**src/rtl/vector_lane_sequencer_if.sv**
```systemverilog
// rtl/vector_lane_sequencer_if.sv - instruction issue and lane-datapath control bundle for the vector lane sequencer
//
// Purpose: groups the decoded-instruction handshake and the register-file /
// ALU / writeback control outputs of the sequencer into one bundle.
// Ports (all signals, grouped by modport direction as seen from the sequencer):
//   instruction in : start_i, op_i[3:0], use_imm_i, vd_i/vs1_i/vs2_i[2:0], imm_i[9:0], stall_i
//   status out     : ready_o, done_o, error_o
//   read side out  : rf_rd_en_o, rf_rs1_o, rf_rs2_o, lane_idx_o, src_b_imm_o, imm_o, alu_op_o
//   write side out : wr_en_o, wr_addr_o, wr_lane_o
// master = instruction issuer / datapath, slave = the sequencer.

interface vector_lane_sequencer_if #(
    parameter int LANES = 8
);
    localparam int LW = (LANES > 1) ? $clog2(LANES) : 1;

    logic          start_i;
    logic          ready_o;
    logic [3:0]    op_i;
    logic          use_imm_i;
    logic [2:0]    vd_i;
    logic [2:0]    vs1_i;
    logic [2:0]    vs2_i;
    logic [9:0]    imm_i;
    logic          stall_i;
    logic          rf_rd_en_o;
    logic [2:0]    rf_rs1_o;
    logic [2:0]    rf_rs2_o;
    logic [LW-1:0] lane_idx_o;
    logic          src_b_imm_o;
    logic [7:0]    imm_o;
    logic [3:0]    alu_op_o;
    logic          wr_en_o;
    logic [2:0]    wr_addr_o;
    logic [LW-1:0] wr_lane_o;
    logic          done_o;
    logic          error_o;

    modport master (
        output start_i, op_i, use_imm_i, vd_i, vs1_i, vs2_i, imm_i, stall_i,
        input  ready_o, rf_rd_en_o, rf_rs1_o, rf_rs2_o, lane_idx_o, src_b_imm_o,
               imm_o, alu_op_o, wr_en_o, wr_addr_o, wr_lane_o, done_o, error_o
    );

    modport slave (
        input  start_i, op_i, use_imm_i, vd_i, vs1_i, vs2_i, imm_i, stall_i,
        output ready_o, rf_rd_en_o, rf_rs1_o, rf_rs2_o, lane_idx_o, src_b_imm_o,
               imm_o, alu_op_o, wr_en_o, wr_addr_o, wr_lane_o, done_o, error_o
    );
endinterface

```
**src/rtl/vector_lane_sequencer.sv**
```systemverilog
// rtl/vector_lane_sequencer.sv - issue-side beat sequencer for vector ALU instructions
//
// Purpose: accepts one decoded vector instruction, then walks the shared lane
// datapath through LANES lanes in beats of PER_BEAT lanes, with a one-cycle
// read-to-writeback pipeline, stall support and a completion pulse.
// Ports:
//   clk  : rising-edge clock
//   rst  : asynchronous active-high reset
//   bus  : vector_lane_sequencer_if.slave (instruction in, RF/ALU/writeback control out)
// Parameters: N (lane data width, not used by the control logic), LANES, PER_BEAT.

module vector_lane_sequencer #(
    parameter int N        = 32,
    parameter int LANES    = 8,
    parameter int PER_BEAT = 2
) (
    input  logic                   clk,
    input  logic                   rst,
    vector_lane_sequencer_if.slave bus
);
    localparam int B   = LANES / PER_BEAT;
    localparam int LW  = (LANES > 1) ? $clog2(LANES) : 1;
    localparam int BW  = (B > 1) ? $clog2(B) : 1;
    localparam int PSH = $clog2(PER_BEAT);
    localparam logic [BW-1:0] LAST_BEAT = BW'(B - 1);

    // Data width only matters to the lane datapath fed by this block.
    localparam int unused_data_width = N;

    typedef enum logic [1:0] {IDLE, RUN, DRAIN, DONE} state_t;

    state_t        state_q, state_d;
    logic [BW-1:0] beat_q;
    logic          pipe_valid_q;
    logic [LW-1:0] pipe_lane_q;
    logic [3:0]    op_q;
    logic          use_imm_q;
    logic [2:0]    vd_q, vs1_q, vs2_q;
    logic [7:0]    imm_q;
    logic          error_q;

    logic          ready_c, rd_en_c, wr_en_c, done_c;
    logic          accept, reject, advance, pipe_clear;
    logic [LW-1:0] lane_idx;
    logic          unused_imm_hi;

    assign unused_imm_hi = ^bus.imm_i[9:8];
    assign lane_idx      = LW'(beat_q) << PSH;

    always_ff @(posedge clk or posedge rst) begin
        if (rst) begin
            state_q <= IDLE;
        end else begin
            state_q <= state_d;
        end
    end

    always_comb begin
        state_d    = state_q;
        ready_c    = 1'b0;
        rd_en_c    = 1'b0;
        wr_en_c    = pipe_valid_q;
        done_c     = 1'b0;
        accept     = 1'b0;
        reject     = 1'b0;
        advance    = 1'b0;
        pipe_clear = 1'b0;
        case (state_q)
            IDLE: begin
                ready_c    = 1'b1;
                pipe_clear = 1'b1;
                if (bus.start_i) begin
                    if (bus.op_i < 4'hC) begin
                        accept  = 1'b1;
                        state_d = RUN;
                    end else begin
                        reject = 1'b1;
                    end
                end
            end
            RUN: begin
                if (bus.stall_i) begin
                    wr_en_c = 1'b0;
                end else begin
                    rd_en_c = 1'b1;
                    advance = 1'b1;
                    if (beat_q == LAST_BEAT) begin
                        state_d = DRAIN;
                    end
                end
            end
            DRAIN: begin
                if (bus.stall_i) begin
                    wr_en_c = 1'b0;
                end else begin
                    // Final beat is written this cycle; nothing is left in flight.
                    pipe_clear = 1'b1;
                    state_d    = DONE;
                end
            end
            DONE: begin
                done_c     = 1'b1;
                pipe_clear = 1'b1;
                state_d    = IDLE;
            end
            default: begin
                state_d = IDLE;
            end
        endcase
    end

    always_ff @(posedge clk or posedge rst) begin
        if (rst) begin
            beat_q       <= '0;
            pipe_valid_q <= 1'b0;
            pipe_lane_q  <= '0;
            op_q         <= '0;
            use_imm_q    <= 1'b0;
            vd_q         <= '0;
            vs1_q        <= '0;
            vs2_q        <= '0;
            imm_q        <= '0;
            error_q      <= 1'b0;
        end else begin
            error_q <= reject;
            if (accept) begin
                op_q      <= bus.op_i;
                use_imm_q <= bus.use_imm_i;
                vd_q      <= bus.vd_i;
                vs1_q     <= bus.vs1_i;
                vs2_q     <= bus.vs2_i;
                imm_q     <= bus.imm_i[7:0];
                beat_q    <= '0;
            end
            if (advance) begin
                // Beat counter wraps to zero after the last beat since B is a power of two.
                beat_q       <= beat_q + 1'b1;
                pipe_valid_q <= 1'b1;
                pipe_lane_q  <= lane_idx;
            end else if (pipe_clear) begin
                pipe_valid_q <= 1'b0;
            end
        end
    end

    assign bus.ready_o     = ready_c;
    assign bus.rf_rd_en_o  = rd_en_c;
    assign bus.rf_rs1_o    = vs1_q;
    assign bus.rf_rs2_o    = vs2_q;
    assign bus.lane_idx_o  = lane_idx;
    assign bus.src_b_imm_o = use_imm_q;
    assign bus.imm_o       = imm_q;
    assign bus.alu_op_o    = op_q;
    assign bus.wr_en_o     = wr_en_c;
    assign bus.wr_addr_o   = vd_q;
    assign bus.wr_lane_o   = pipe_lane_q;
    assign bus.done_o      = done_c;
    assign bus.error_o     = error_q;
endmodule

```
**src/flat_wrapper.sv**
```systemverilog
// flat-port wrapper written by rule: the top's interface ports become plain ports
module vector_lane_sequencer_flat 
#(
    parameter int N        = 32,
    parameter int LANES    = 8,
    parameter int PER_BEAT = 2
)
  (clk, rst, bus_start_i, bus_op_i, bus_use_imm_i, bus_vd_i, bus_vs1_i, bus_vs2_i, bus_imm_i, bus_stall_i, bus_ready_o, bus_rf_rd_en_o, bus_rf_rs1_o, bus_rf_rs2_o, bus_lane_idx_o, bus_src_b_imm_o, bus_imm_o, bus_alu_op_o, bus_wr_en_o, bus_wr_addr_o, bus_wr_lane_o, bus_done_o, bus_error_o);
  vector_lane_sequencer_if #(.LANES(LANES)) bus_i ();
  input  logic clk;
  input  logic rst;
  input wire logic [$bits(bus_i.start_i)-1:0] bus_start_i;
  input wire logic [$bits(bus_i.op_i)-1:0] bus_op_i;
  input wire logic [$bits(bus_i.use_imm_i)-1:0] bus_use_imm_i;
  input wire logic [$bits(bus_i.vd_i)-1:0] bus_vd_i;
  input wire logic [$bits(bus_i.vs1_i)-1:0] bus_vs1_i;
  input wire logic [$bits(bus_i.vs2_i)-1:0] bus_vs2_i;
  input wire logic [$bits(bus_i.imm_i)-1:0] bus_imm_i;
  input wire logic [$bits(bus_i.stall_i)-1:0] bus_stall_i;
  output wire logic [$bits(bus_i.ready_o)-1:0] bus_ready_o;
  output wire logic [$bits(bus_i.rf_rd_en_o)-1:0] bus_rf_rd_en_o;
  output wire logic [$bits(bus_i.rf_rs1_o)-1:0] bus_rf_rs1_o;
  output wire logic [$bits(bus_i.rf_rs2_o)-1:0] bus_rf_rs2_o;
  output wire logic [$bits(bus_i.lane_idx_o)-1:0] bus_lane_idx_o;
  output wire logic [$bits(bus_i.src_b_imm_o)-1:0] bus_src_b_imm_o;
  output wire logic [$bits(bus_i.imm_o)-1:0] bus_imm_o;
  output wire logic [$bits(bus_i.alu_op_o)-1:0] bus_alu_op_o;
  output wire logic [$bits(bus_i.wr_en_o)-1:0] bus_wr_en_o;
  output wire logic [$bits(bus_i.wr_addr_o)-1:0] bus_wr_addr_o;
  output wire logic [$bits(bus_i.wr_lane_o)-1:0] bus_wr_lane_o;
  output wire logic [$bits(bus_i.done_o)-1:0] bus_done_o;
  output wire logic [$bits(bus_i.error_o)-1:0] bus_error_o;
  assign bus_i.start_i = bus_start_i;
  assign bus_i.op_i = bus_op_i;
  assign bus_i.use_imm_i = bus_use_imm_i;
  assign bus_i.vd_i = bus_vd_i;
  assign bus_i.vs1_i = bus_vs1_i;
  assign bus_i.vs2_i = bus_vs2_i;
  assign bus_i.imm_i = bus_imm_i;
  assign bus_i.stall_i = bus_stall_i;
  assign bus_ready_o = bus_i.ready_o;
  assign bus_rf_rd_en_o = bus_i.rf_rd_en_o;
  assign bus_rf_rs1_o = bus_i.rf_rs1_o;
  assign bus_rf_rs2_o = bus_i.rf_rs2_o;
  assign bus_lane_idx_o = bus_i.lane_idx_o;
  assign bus_src_b_imm_o = bus_i.src_b_imm_o;
  assign bus_imm_o = bus_i.imm_o;
  assign bus_alu_op_o = bus_i.alu_op_o;
  assign bus_wr_en_o = bus_i.wr_en_o;
  assign bus_wr_addr_o = bus_i.wr_addr_o;
  assign bus_wr_lane_o = bus_i.wr_lane_o;
  assign bus_done_o = bus_i.done_o;
  assign bus_error_o = bus_i.error_o;
  vector_lane_sequencer #(.N(N), .LANES(LANES), .PER_BEAT(PER_BEAT)) u_core (.clk(clk), .rst(rst), .bus(bus_i));
endmodule
```
**config.mk**
```make
export PLATFORM = sky130hd
export DESIGN_NAME = vector_lane_sequencer_flat
export DESIGN_NICKNAME = d
export VERILOG_FILES = /design/src/rtl/vector_lane_sequencer_if.sv /design/src/rtl/vector_lane_sequencer.sv /design/src/flat_wrapper.sv
export SDC_FILE = /design/constraint.sdc
export NUM_CORES = 1
export LEC_CHECK = 0
export ABC_AREA = 1
export BUFFER_PORTS_ARGS = -buffer_cell sky130_fd_sc_hd__buf_2
export CAP_MARGIN = 20
export CORE_MARGIN = 10
export CORE_UTILIZATION = 50
export DETAILED_ROUTE_END_ITERATION = 10
export MAX_ROUTING_LAYER = met4
export PLACE_DENSITY = 0.85
export SYNTH_ARGS = -nofsm -noshare
export SYNTH_HDL_FRONTEND = slang
export SYNTH_SLANG_ARGS = --single-unit
```
**constraint.sdc**
```tcl
create_clock -name clk -period 2.94 [get_ports clk]
set_clock_uncertainty 0.2 [all_clocks]
set_input_delay 0.588 -clock clk [delete_from_list [all_inputs] [get_ports clk]]
set_output_delay 0.588 -clock clk [all_outputs]
set_load 0.05 [all_outputs]
```
==> impl_metrics.tcl, run 1 <==
set metrics [dict create \
    clockRootBuffer "clkbuf_4" \
    ctsHoldBuffers 0 \
    gp_congestion 0.824 \
    netlist_instances 150 \
    period_minus_slack_ps 2470 \
    ctsResizeCount 0 \
    grt_pass1_vias 1077 \
    grtUsageMet1 0.131 \
    power.leakage_nw 1.05 \
    register_area_um2 751 \
    synth_cell_types 22 \
    globalRouteMet2Util 0.158 \
    crit_path_max_fanout 7 \
    grt_pass1_wl_mm 4.72 \
    finalSetupViolCount 0 \
    die_area_um2 5540 \
    cts_buffer_depth 2 \
    clk_latency_ps 320 \
    yosysWarningCount 0 \
    cts_buffers 5 \
    cp-end-kind "output pin" \
    io_pins 61 \
    grtUsageTotal 0.113 \
    tns_ps 0 \
    crit_type "register to output pin" \
    cp.arrival_ps 1680 \
    dp_hpwl_mm 2.31 \
    fp.dieH_um 74.5 \
    cp.required_ps 2150 \
    rr_worst_depth 5 \
    final_common_cell "buf_2" \
    remaining_drc_errors 0 \
    wl_per_cell_um 12.3 \
    multi_input_area_um2 559 \
    drv_cap 0 \
    fill_cells 266 \
    yosysSeqAreaShare 0.506 \
    final_max_slew_viol_count 0 \
    initial_core_util 0.529 \
    port_buffers 56 \
    finalHoldViolations 0 \
    vias 1093 \
    startpoint "u_core.state_q[1]" \
    reg2reg_from "u_core.state_q[0]" \
    overflow 0 \
    netlist_area_um2 1480 \
    rsz0062_at_grt "no" \
    worst_slew_pin_slew_ps 683 \
    areaGrowthSynthToFinish_pct 21.0 \
    critPathLaunchType "register" \
    layout_common_cells "56 x buf_2, 30 x dfrtp_1, 28 x inv_1" \
    htreeDepth 2 \
    drive_gt1_frac 0.507 \
    slew-limit-headroom 0.545 \
    nets 243 \
    use_met3 0.0652 \
    min_period_over_period 0.839 \
    post-route-util 0.640 \
    outcome "finished clean" \
    dr.pass1.iters 4 \
    ys_seq_elements 30 \
    antenna_found_initial 0 \
    post_cts_buffers 0 \
    vdd_drop_max_v 0.000681 \
    diodes 0 \
    cts_tree "done" \
    fmax_ghz 0.405 \
    cts.sinks 30 \
    drtIter0Drc 31 \
    grt_max_degree 44 \
    vias_per_cell 4.55 \
    grt-busiest-layer "met2" \
    hold_path_class "primary input to asynchronous set/reset pin" \
    routed_wl_mm 2.95 \
    core_area_um2 2810 \
    die_w_um 74.5 \
    rows 19 \
    synth_area_per_cell_um2 9.88 \
    rr_endpoint "u_core.bus.imm_o[0]" \
    r2r_slack_ps 930 \
    path_clk_slew_ps 90 \
    holdWs_ps 124 \
    detail-route-antenna-nets 0 \
    power.density_nw_per_um2 1310 \
]
cell usage after synthesis, drive strengths merged:
| cell | number | area [um2] |
|---|---|---|
| dfrtp | 30 | 751 |
| a21oi | 2 | 13.8 |
| o21a | 1 | 7.51 |
| inv | 30 | 113 |
| ha | 6 | 75.1 |
| buf | 6 | 63.8 |
| nor2 | 4 | 17.5 |
| and2 | 1 | 6.26 |
| nand2 | 41 | 199 |
| or2 | 1 | 6.26 |
| o21ai | 21 | 180 |
| conb | 1 | 3.75 |
| o22a | 1 | 8.76 |
| nand3 | 5 | 37.5 |
flip-flops by register name, summed over array words and instances, names as in the netlist:
| name | flops |
|---|---|
| u_core.beat_q | 2 |
| u_core.bus.alu_op_o | 4 |
| u_core.bus.error_o | 1 |
| u_core.bus.imm_o | 8 |
| u_core.bus.rf_rs1_o | 3 |
| u_core.bus.rf_rs2_o | 3 |
| u_core.bus.src_b_imm_o | 1 |
| u_core.bus.wr_addr_o | 3 |
| u_core.bus.wr_lane_o | 2 |
| u_core.pipe_valid_q | 1 |
| u_core.state_q | 2 |
power by group:
group	leakage, nW	switching, W	internal, W	total, W
sequential	0.376	0.000118	0.000598	0.000715
clock	0.0254	0.000125	0.0000899	0.000215
combinational	0.648	0.00106	0.000363	0.00142
total	1.05	0.00130	0.00105	0.00235
critical path, cell delays in order (launching register included):
cell and delay (ps):
dfrtp_1 420, inv_1 120, ha_1 200, inv_2 60, nor2_2 240, buf_2 330
per-stage QoR:
stage | worst slack (ps) | total power (W) | std cells | cell area (um2)
6_report | 473 | 0.00235 | 240 | 1790
5_1_grt | 303 | 0.00251 | 240 | 1790
4_1_cts | 449 | 0.00238 | 240 | 1790
3_5_place_dp | 828 | 0.00216 | 233 | 1750
3_3_place_gp | 868 | 0.00213 | 233 | 1750
2_1_floorplan | 920 | 0.00188 | 151 | 1490
logic make-up (layout without fill, tap and decap cells):
kind of cell             Yosys count  in the layout  synth area share
buffers and inverters             36             94             0.119
flip-flops                        30             30             0.506
adder cells (fa/ha/maj)            6              6            0.0506
other                              1              2           0.00253
AND/OR/NAND/NOR                   52             52             0.180
AO/OA/AOI/OAI                     25             25             0.142
worst max-delay path by stage:
stage | endpoint | cells after the start
after floorplan | bus_rf_rd_en_o | 4
after global routing | bus_rf_rd_en_o | 5
after global placement | bus_rf_rd_en_o | 3
final | bus_rf_rd_en_o | 5
after detailed placement | bus_rf_rd_en_o | 5
after CTS | bus_rf_rd_en_o | 5
metal layers:
layer / share of wire / wire length [um] / up-vias
li1: - / - / 570
met1: 0.43 / 1270 / 477
met2: 0.43 / 1280 / 40
met3: 0.12 / 352 / 6
met4: 0.017 / 49 / 0
met5: 0 / 0 / -
layout make-up:
class | instances | area share
Clock buffer | 7 | 0.0251
Inverter | 30 | 0.0628
Multi-Input combinational cell | 85 | 0.312
Sequential cell | 30 | 0.418
Tap cell | 31 | 0.0216
Timing Repair Buffer | 57 | 0.160
Power figures use the tool's default switching activity.
==> run 2, diff against run 1 <==
Settings changed: ABC_AREA 1 to 0, CORE_UTILIZATION 50 to 45, PLACE_DENSITY 0.85 to 0.8.
Clock period 2.94 ns to 2.3 ns, I/O delays scaled along.
==> run 2 against run 1 <==
  * Utilization down 2.6 points
  * Hold slack gained 45 ps
  * Setup slack lost 330 ps
  * Highest routed layer unchanged
  * Critical endpoint is now bus_wr_en_o
==> impl_metrics.tcl, run 2 <==
set metrics [dict create \
    outcome "finished clean" \
    synth_cell_types 22 \
    rsz0062_at_grt "no" \
    finalHoldViolations 0 \
    cp.arrival_ps 1490 \
    stdcell_area_um2 1680 \
    antenna_found_initial 0 \
    rr_endpoint "u_core.state_q[1]" \
    path_clk_slew_ps 90 \
    routed_wl_mm 2.95 \
    initial_core_util 0.467 \
    yosysWarningCount 0 \
    yosysSeqAreaShare 0.588 \
    core_area_um2 2730 \
    finalSetupViolCount 0 \
    cts_buffer_depth 2 \
    port_buffers 56 \
    period_minus_slack_ps 2150 \
    synth_top_cell_by_area "dfrtp_1" \
    vias_per_cell 4.96 \
    crit_path_max_fanout 3 \
    wl_per_cell_um 15.6 \
    die_w_um 73.3 \
    gp_congestion 0.795 \
    fill_cells 218 \
    yosysMostFrequentCell "dfrtp_1" \
    areaGrowthSynthToFinish_pct 31.2 \
    vias 937 \
    die_area_um2 5370 \
    holdWs_ps 169 \
    hold_path_class "primary input to register" \
    synth_area_leaders "dfrtp_1 59%, mux2_2 20%, ha_1 5.9%" \
    register_area_um2 751 \
    reg2reg_from "u_core.state_q[1]" \
    clk_latency_ps 310 \
    critPathLaunchType "register" \
    final_max_slew_viol_count 0 \
    drv_cap 0 \
    remaining_drc_errors 0 \
    cts.sinks 30 \
    overflow 0 \
    cp.required_ps 1640 \
    detail-route-antenna-nets 0 \
    min_period_over_period 0.936 \
    startpoint "u_core.state_q[0]" \
    nets 192 \
    diodes 0 \
    cts_tree "done" \
    io_pins 61 \
    crit_type "register to output pin" \
    drive_gt1_frac 0.570 \
    synth_top_cell_area_share 0.588 \
    synth_edf_count 0 \
    dp_hpwl_mm 2.38 \
    cts_buffers 5 \
    dpl-instance-area_um2 1600 \
    netlist_instances 92 \
    ys_seq_elements 30 \
    clockRootBuffer "clkbuf_4" \
    grt_max_degree 31 \
    layout_common_cells "54 x buf_2, 30 x dfrtp_1, 23 x mux2_2" \
    largest_reg_flops 8 \
    crit_chain "inv_1, ha_1, a21boi_1, buf_4" \
    grt_pass1_vias 1077 \
    endpoint "bus_wr_en_o" \
    fmax_ghz 0.465 \
    tns_ps 0 \
    grt_pass1_wl_mm 4.85 \
    grtUsageTotal 0.119 \
    rows 19 \
    multi_input_area_um2 490 \
    htreeDepth 2 \
    slowest_stage "dfrtp_1" \
    netlist_area_um2 1280 \
    ys.flop_type "dfrtp_1" \
    synth_common_cells "30 x dfrtp_1, 23 x mux2_2, 6 x ha_1, 6 x nor2_1" \
    r2r_slack_ps 410 \
    fp.dieH_um 73.3 \
    final_common_cell "buf_2" \
    async_flop_share 1.00 \
    cp-end-kind "output pin" \
    drtIter0Drc 44 \
    slowest_delay_ps 380 \
    synth_area_per_cell_um2 13.9 \
    dr.pass1.iters 4 \
    final_cell_count_no_fill 189 \
    rr_worst_depth 4 \
    dp.cells 179 \
]
==> run 2: worst min-delay path by stage <==
stage                     slack [ps]  cells after the start                     end                    from
after floorplan                  260                      2     u_core.pipe_valid_q     u_core.pipe_valid_q
after global placement           270                      1  u_core.bus.alu_op_o[3]  u_core.bus.alu_op_o[3]
after detailed placement         270                      1  u_core.bus.alu_op_o[2]  u_core.bus.alu_op_o[2]
after CTS                        150                      2     u_core.bus.imm_o[0]            bus_imm_i[0]
after global routing             150                      2  u_core.bus.rf_rs2_o[1]            bus_vs2_i[1]
final                            170                      2  u_core.bus.rf_rs2_o[0]            bus_vs2_i[0]
==> run 2: cell type report <==
cell class / count / area share
clock buffers: 7 / 0.0269
multi-input cells: 55 / 0.293
inverters: 3 / 0.00672
repair buffers: 63 / 0.203
well taps: 31 / 0.0231
flip-flops and latches: 30 / 0.448
==> run 2: metrics by stage <==
step                 util  worst slack (ps)
detailed placement  0.586               386
global route        0.613              11.7
floorplan               -               104
CTS                 0.606              19.1
global placement    0.586               441
finish              0.613               147
==> run 2: cells by family after synthesis <==
logic type / share of synthesized area
compound gates: 0.0578
fa+ha+maj: 0.0588
buf+inv: 0.0313
flops: 0.588
mux: 0.212
other cells: 0.00294
simple gates: 0.0499
==> run 2: metal layers <==
metal,vias to the layer above,track usage,part of all wire
li1,444,-,-
met1,451,0.121,0.40
met2,36,0.193,0.50
met3,6,0.0552,0.084
met4,0,0.0506,0.016
met5,-,-,0
==> run 2: repair_timing <==
| action | in CTS | in global routing |
|---|---|---|
| hold buffers | 1 | 0 |
| gates resized for setup | 0 | 3 |
| hold endpoints to repair | 30 | 0 |
| buffers inserted | 0 | 2 |
| setup endpoints to repair | 0 | 2 |
==> run 2: critical path, delay by kind of cell, from the launching register on <==
family,cells,cell delay [ps]
adders and majority gates,1,340
DFF,1,380
AOI/OAI and AO/OA,1,160
buffers and inverters,2,300
Power of run 2 is left out: the tool's default activity adds up to more than one toggle a clock period on the data nets, which glitch-free logic cannot reach.
==> run 3, diff against run 2 <==
Settings changed: CORE_ASPECT_RATIO set to 1.1.
==> run 3 against run 2 <==
  * Final area increased by 1.3%
  * Via count increased by 1.1%
  * Register-to-register slack about the same
  * Non-clock buffer count decreased by 2
  * Global-route usage increased by 0.23 points
==> impl_metrics.tcl, run 3 (synthesis results as in run 2) <==
set metrics [dict create \
    cp.required_ps 1640 \
    grt_max_degree 31 \
    diodes 0 \
    drv_cap 0 \
    grtUsageTotal 0.121 \
    multi_input_area_um2 490 \
    fp.dieH_um 75.9 \
    largest_reg_flops 8 \
    drive_gt1_frac 0.580 \
    post-route-util 0.617 \
    min_period_over_period 0.951 \
    period_minus_slack_ps 2190 \
    remaining_drc_errors 0 \
    final_max_slew_viol_count 0 \
    vias_per_cell 4.98 \
    vias 947 \
    grtUsageMet1 0.112 \
    htreeDepth 2 \
    fill_cells 229 \
    tns_ps 0 \
    core_area_um2 2750 \
    cp-end-kind "output pin" \
    die_w_um 70.8 \
    initial_core_util 0.464 \
    dr.pass1.iters 4 \
    io_pins 61 \
    crit_type "register to output pin" \
    dp_hpwl_mm 2.45 \
    detail-route-antenna-nets 0 \
    areaGrowthSynthToFinish_pct 32.9 \
    antenna_found_initial 0 \
    crit_path_max_fanout 4 \
    gp_congestion 0.840 \
    slowest_stage "dfrtp_1" \
    rsz0062_at_grt "no" \
    fmax_ghz 0.457 \
    port_buffers 56 \
    cts.sinks 30 \
    finalHoldViolations 0 \
    overflow 0 \
    cts_tree "done" \
    cts_buffer_depth 2 \
    die_area_um2 5370 \
    clk_latency_ps 320 \
    clockRootBuffer "clkbuf_4" \
    layout_common_cells "54 x buf_2, 30 x dfrtp_1, 23 x mux2_2" \
    crit_chain "inv_1, ha_1, a21boi_1, buf_4" \
    final_common_cell "buf_2" \
    cts_buffers 5 \
    drtIter0Drc 19 \
    rows 20 \
    register_area_um2 751 \
    finalSetupViolCount 0 \
    use_met3 0.0664 \
    grt_pass1_vias 1063 \
    globalRouteMet2Util 0.211 \
    critPathLaunchType "register" \
    outcome "finished clean" \
    routed_wl_mm 3.03 \
    grt-busiest-layer "met2" \
    cp.arrival_ps 1530 \
    wl_per_cell_um 15.9 \
    path_clk_slew_ps 90 \
    nets 190 \
    slowest_delay_ps 410 \
    hold_path_class "primary input to register" \
    grt_pass1_wl_mm 4.97 \
]
[run 3: changes by cell type in the layout (fill, tap and decap cells not counted), sizes merged]
cell / change
buf: -2
clkbuf: +1
[run 3: area by class of cell]
cell class,count,share of cell area
well taps,33,0.0243
multi-input cells,55,0.289
repair buffers,61,0.192
flip-flops and latches,30,0.442
clock buffers,8,0.0464
inverters,3,0.00663
[run 3: worst max-delay path, delay by kind of cell, from the launching register on]
kind                       cells  cell delay [ps]
AOI/OAI and AO/OA              1              160
adders and majority gates      1              340
buffers and inverters          2              310
DFF                            1              410
[run 3: per-layer routing]
metal  share of wire  routed length (um)
met1            0.39                1180
met2            0.50                1520
met3           0.090                 273
met4           0.017                  53
met5               0                   0
[run 3: metrics by stage]
step	setup slack, ps	area, um2	hold WS (ps)	cells
floorplan	104	1280	260	93
global placement	447	1600	269	180
detailed placement	392	1600	281	180
CTS	21.4	1690	147	189
global route	9.87	1700	135	190
finish	112	1700	163	190
[run 3: final timing paths]
kind	from	endpoint	slack (ps)	cells after the start
max reg2reg	u_core.state_q[0]	u_core.state_q[1]	410	4
max in group asynchronous	rst	u_core.bus.imm_o[0]	1070	4
max	u_core.state_q[0]	bus_wr_en_o	110	4
min reg2reg	u_core.bus.alu_op_o[3]	u_core.bus.alu_op_o[3]	300	1
min	bus_imm_i[7]	u_core.bus.imm_o[7]	160	2
min in group asynchronous	rst	u_core.bus.wr_addr_o[1]	540	4
[run 3: repair_timing]
item	in CTS	in global routing
setup buffers	0	1
setup endpoints to repair	0	2
hold buffers	1	0
hold endpoints to repair	30	0
resized for setup	0	3
Power of run 3 is left out for the same reason.
